--- config.mk ---
export PLATFORM = sky130hd
export DESIGN_NAME = serial_adder
export DESIGN_NICKNAME = d
export VERILOG_FILES = /design/src/rtl/serial_adder.sv
export SDC_FILE = /design/constraint.sdc
export NUM_CORES = 1
export LEC_CHECK = 0
export BUFFER_PORTS_ARGS = -buffer_cell sky130_fd_sc_hd__buf_2
export CAP_MARGIN = 15
export CORE_MARGIN = 1.5
export CORE_UTILIZATION = 45
export DETAILED_ROUTE_END_ITERATION = 7
export GPL_ROUTABILITY_DRIVEN = 0
export PLACE_DENSITY_LB_ADDON = 0.12
export SYNTH_ARGS = -nofsm -noshare
export SYNTH_HDL_FRONTEND = slang
export SYNTH_SLANG_ARGS = --single-unit
--- constraint.sdc ---
create_clock -name clk -period 4.45 [get_ports clk]
set_input_delay 0.2225 -clock clk [delete_from_list [all_inputs] [get_ports clk]]
set_output_delay 0.2225 -clock clk [all_outputs]
set_load 0.005 [all_outputs]
--- src/rtl/serial_adder.sv ---
`default_nettype none
// ============================================================================
//  Module   : serial_adder (with full_adder cell)
//  Brief    : Bit-serial WIDTH-bit adder, one full_adder evaluated per clock,
//             LSB first, carry recirculated through a register.
//  Revision : 1.0  initial release
// ============================================================================

module full_adder (
    input  logic a,
    input  logic b,
    input  logic cin,
    output logic sum,
    output logic carry_out
);

    assign sum       = a ^ b ^ cin;
    assign carry_out = (a & b) | (cin & (a ^ b));

endmodule

module serial_adder #(
    parameter int WIDTH = 8
) (
    input  logic             clk,
    input  logic             rst,
    input  logic             start,
    input  logic [WIDTH-1:0] a_in,
    input  logic [WIDTH-1:0] b_in,
    input  logic             cin_in,
    output logic             busy,
    output logic             done,
    output logic [WIDTH-1:0] sum_out,
    output logic             cout_out
);

    localparam int             CW     = $clog2(WIDTH + 1);
    localparam logic [CW-1:0]  C_LAST = CW'(WIDTH - 1);

    typedef enum logic [1:0] {
        ST_IDLE = 2'd0,
        ST_RUN  = 2'd1,
        ST_DONE = 2'd2
    } state_t;

    state_t           r_state;
    logic [WIDTH-1:0] r_a_sh;
    logic [WIDTH-1:0] r_b_sh;
    logic [WIDTH-1:0] r_s_sh;
    logic             r_carry;
    logic [CW-1:0]    r_cnt;
    logic             r_busy;
    logic             r_done;
    logic [WIDTH-1:0] r_sum;
    logic             r_cout;

    logic             w_sum;
    logic             w_carry_out;
    logic [WIDTH-1:0] w_s_next;

    full_adder u_fa (
        .a         (r_a_sh[0]),
        .b         (r_b_sh[0]),
        .cin       (r_carry),
        .sum       (w_sum),
        .carry_out (w_carry_out)
    );

    // New sum bit enters at the MSB; written this way so WIDTH=1 needs no special case.
    assign w_s_next = WIDTH'({w_sum, r_s_sh} >> 1);

    always_ff @(posedge clk or posedge rst) begin
        if (rst) begin
            r_state <= ST_IDLE;
            r_a_sh  <= '0;
            r_b_sh  <= '0;
            r_s_sh  <= '0;
            r_carry <= 1'b0;
            r_cnt   <= '0;
            r_busy  <= 1'b0;
            r_done  <= 1'b0;
            r_sum   <= '0;
            r_cout  <= 1'b0;
        end else begin
            case (r_state)
                ST_IDLE: begin
                    if (start) begin
                        r_a_sh  <= a_in;
                        r_b_sh  <= b_in;
                        r_carry <= cin_in;
                        r_cnt   <= '0;
                        r_busy  <= 1'b1;
                        r_state <= ST_RUN;
                    end
                end
                ST_RUN: begin
                    r_s_sh  <= w_s_next;
                    r_carry <= w_carry_out;
                    r_a_sh  <= r_a_sh >> 1;
                    r_b_sh  <= r_b_sh >> 1;
                    r_cnt   <= r_cnt + CW'(1);
                    if (r_cnt == C_LAST) begin
                        r_sum   <= w_s_next;
                        r_cout  <= w_carry_out;
                        r_done  <= 1'b1;
                        r_state <= ST_DONE;
                    end
                end
                ST_DONE: begin
                    r_done  <= 1'b0;
                    r_busy  <= 1'b0;
                    r_state <= ST_IDLE;
                end
                default: begin
                    r_done  <= 1'b0;
                    r_busy  <= 1'b0;
                    r_state <= ST_IDLE;
                end
            endcase
        end
    end

    assign busy     = r_busy;
    assign done     = r_done;
    assign sum_out  = r_sum;
    assign cout_out = r_cout;

endmodule

`default_nettype wire

==> results_dict.tcl <==
set metrics [dict create \
    initial_utilization 0.473 \
    p_leak_nw 0.955 \
    yosys_warnings 0 \
    fmax_mhz 440 \
    synth_top_area_share 0.584 \
    fin_crit_sh 0.511 \
    p_sw_uw 477 \
    htreeDepth 2 \
    place_inst 233 \
    stdcell_count 241 \
    crit_arrival_ns 2.45 \
    ioPinCount 31 \
    slew_headroom 0.493 \
    drc 0 \
    nets 214 \
    critPathMaxFanout 23 \
    avgViaCountPerCell 5.24 \
    cp-end-kind "flop" \
    cts_resized 0 \
    ctsLongestPathBuffers 2 \
    r2r_slack_ns 2.18 \
    cts_tree "done" \
    drv_slew 0 \
    reg2reg_from "r_state[0]" \
    clk_latency_ns 0.29 \
    core_region_area_um2 3720 \
    diodes 0 \
    yosys.area_share.adder 0.0185 \
    numCtsBuffers 5 \
    drive_gt1_frac 0.244 \
    synth_xor_area_frac 0 \
    first_global_vias 1285 \
    drt_pre_antenna_iters 4 \
    setup_tns_ns 0 \
    ant_nets 0 \
    row_count 22 \
    synth_area_per_cell_um2 10.7 \
    worst_ep_required_time_ns 4.62 \
    gr-total-overflow 0 \
    worstSetupStartpoint "r_state[0]" \
    synthMuxAreaShare 0.0633 \
    root_buffer "clkbuf_8" \
    seq_area_frac_synth 0.584 \
    min_period_ns 2.27 \
    peakVddDrop_mv 0.285 \
    clockPowerShare 0.174 \
    setup_violations 0 \
    cts-hold-fix-buffers 0 \
    cts.sinks 41 \
    wirelength_um 3320 \
    area_delta_synth_final_pct 13.6 \
    place_hpwl_um 2270 \
    p_per_area_nw_per_um2 657 \
    syn_nets 186 \
    drt_iter0_drc 70 \
    track_usage 0.187 \
    seqPwrFrac 0.505 \
    status "completed" \
    synth_compound_area_frac 0.154 \
    combPwrFrac 0.321 \
    sw_frac_of_total 0.363 \
    worstSetupPathType "reg -> reg" \
    die_area_um2 4290 \
    power.internal_uw 836 \
    postCtsSetupBuffers 0 \
    skew_ns 0.00587 \
    via_count 1264 \
    synth.area.top_cells "dfrtp_1, nand2_1, mux2_2" \
    routedWlPerCell_um 13.8 \
    fp.dieH_um 65.5 \
    port_buffers 30 \
    netlist_area_um2 1760 \
    r2r-end "sum_out[6]" \
    r2r_cells 3 \
    grt_setup_unrepaired "false" \
    path_clk_slew_ns 0.07 \
    hold_violations 0 \
    crit_path_end "sum_out[6]" \
    yosys.area.top_type "dfrtp_1" \
    synthCells 164 \
    worst_pin_slew_ns 0.760 \
    antenna_found_initial 0 \
    synth_seq_cells 41 \
    grt_pass1_wl_um 5980 \
    yosys.area_share.simple 0.140 \
    die-width_um 65.5 \
    maxCapViolCount 0 \
    worstHoldPathType "in -> async" \
    grt_max_degree 42 \
    start_kind "flop" \
    synth_top_family_by_area "compound AO/OA/AOI/OAI gates" \
    synthDistinctLibCells 25 \
]
[per-layer routing]
layer / track usage / routed length (um) / vias to the layer above
met5: 0 / 0 / -
met4: 0.0625 / 48 / 0
met3: 0.0565 / 130 / 5
met2: 0.274 / 1490 / 25
met1: 0.264 / 1650 / 613
li1: - / - / 621
[worst min-delay path by stage]
stage               depth (start not counted)     from          to
floorplan                                   1  b_in[7]   r_b_sh[7]
CTS                                         3      rst   r_b_sh[5]
global route                                3      rst  sum_out[5]
global placement                            3      rst  sum_out[5]
detailed placement                          3      rst  sum_out[5]
finish                                      3      rst  sum_out[5]
[per-stage QoR]
step	power (mW)	hold WS (ns)	area, um^2	setup WS (ns)	utilization
global placement	1.08	0.367	1920	2.27	0.516
CTS	1.33	0.0709	2000	2.17	0.537
global route	1.43	0.101	2000	2.02	0.537
finish	1.31	0.0497	2000	2.18	0.537
detailed placement	1.10	0.381	1920	2.15	0.516
floorplan	0.974	0.392	1760	3.01	-
[area by class of cell]
cell class	instances	area [um^2]
inverter	3	11.3
tap	48	60.1
sequential	41	1030
clock buffer	8	80.1
fill	361	1720
timing repair buffer	31	158
multi-input combinational	110	662
[kinds of logic (layout without fill, tap and decap cells)]
group	after synthesis	count (layout)
adder cells (fa/ha/maj)	2	2
AO/OA/AOI/OAI	43	43
buffers and inverters	13	42
AND/OR/NAND/NOR	55	55
multiplexers	10	10
flip-flops	41	41
[Yosys cell counts]
library cell,count
a21o_1,1
a21oi_1,5
a22o_1,1
a22oi_1,13
a31oi_1,2
a32o_1,1
and2_1,2
buf_2,5
buf_6,2
clkbuf_1,3
dfrtp_1,41
fa_1,1
ha_1,1
inv_1,3
mux2_2,9
mux2i_1,1
nand2_1,38
nand2b_1,1
nand3_1,2
nor2_1,4
nor2b_1,7
nor3_4,1
o21ai_0,18
o21bai_2,1
o311ai_0,1
[registers in the layout, summed over array words and instances (netlist names)]
register / cells
r_a_sh: 8
r_b_sh: 8
sum_out: 8
r_s_sh: 7
r_cnt: 4
r_state: 2
busy: 1
cout_out: 1
done: 1
r_carry: 1
[layout by cell type (no fill, tap or decap), drive strengths merged]
cell / netlist / final
a21oi: 5 / 5
mux2: 9 / 9
o311ai: 1 / 1
and2: 2 / 2
a21o: 1 / 1
o21ai: 18 / 18
mux2i: 1 / 1
a31oi: 2 / 2
a22o: 1 / 1
fa: 1 / 1
buf: 7 / 31
nor2b: 7 / 7
nor2: 4 / 4
clkbuf: 3 / 8
a32o: 1 / 1
nand2: 38 / 38
inv: 3 / 3
dfrtp: 41 / 41
o21bai: 1 / 1
nand2b: 1 / 1
nand3: 2 / 2
ha: 1 / 1
nor3: 1 / 1
a22oi: 13 / 13
[power by group through the flow]
stage | combinational [mW] | sequential [mW] | clock, mW
2_1_floorplan | 0.355 | 0.618 | 0
3_3_place_gp | 0.414 | 0.661 | 0
3_5_place_dp | 0.433 | 0.668 | 0
4_1_cts | 0.432 | 0.663 | 0.236
5_1_grt | 0.490 | 0.690 | 0.254
6_report | 0.421 | 0.663 | 0.229
[worst max-delay path, stage by stage, from the launching register on]
cell and delay (ns):
dfrtp_1 0.80, nand2b_1 0.40, nor3_4 0.55, mux2_2 0.40
Note: power is estimated with default switching activity, not from simulation.
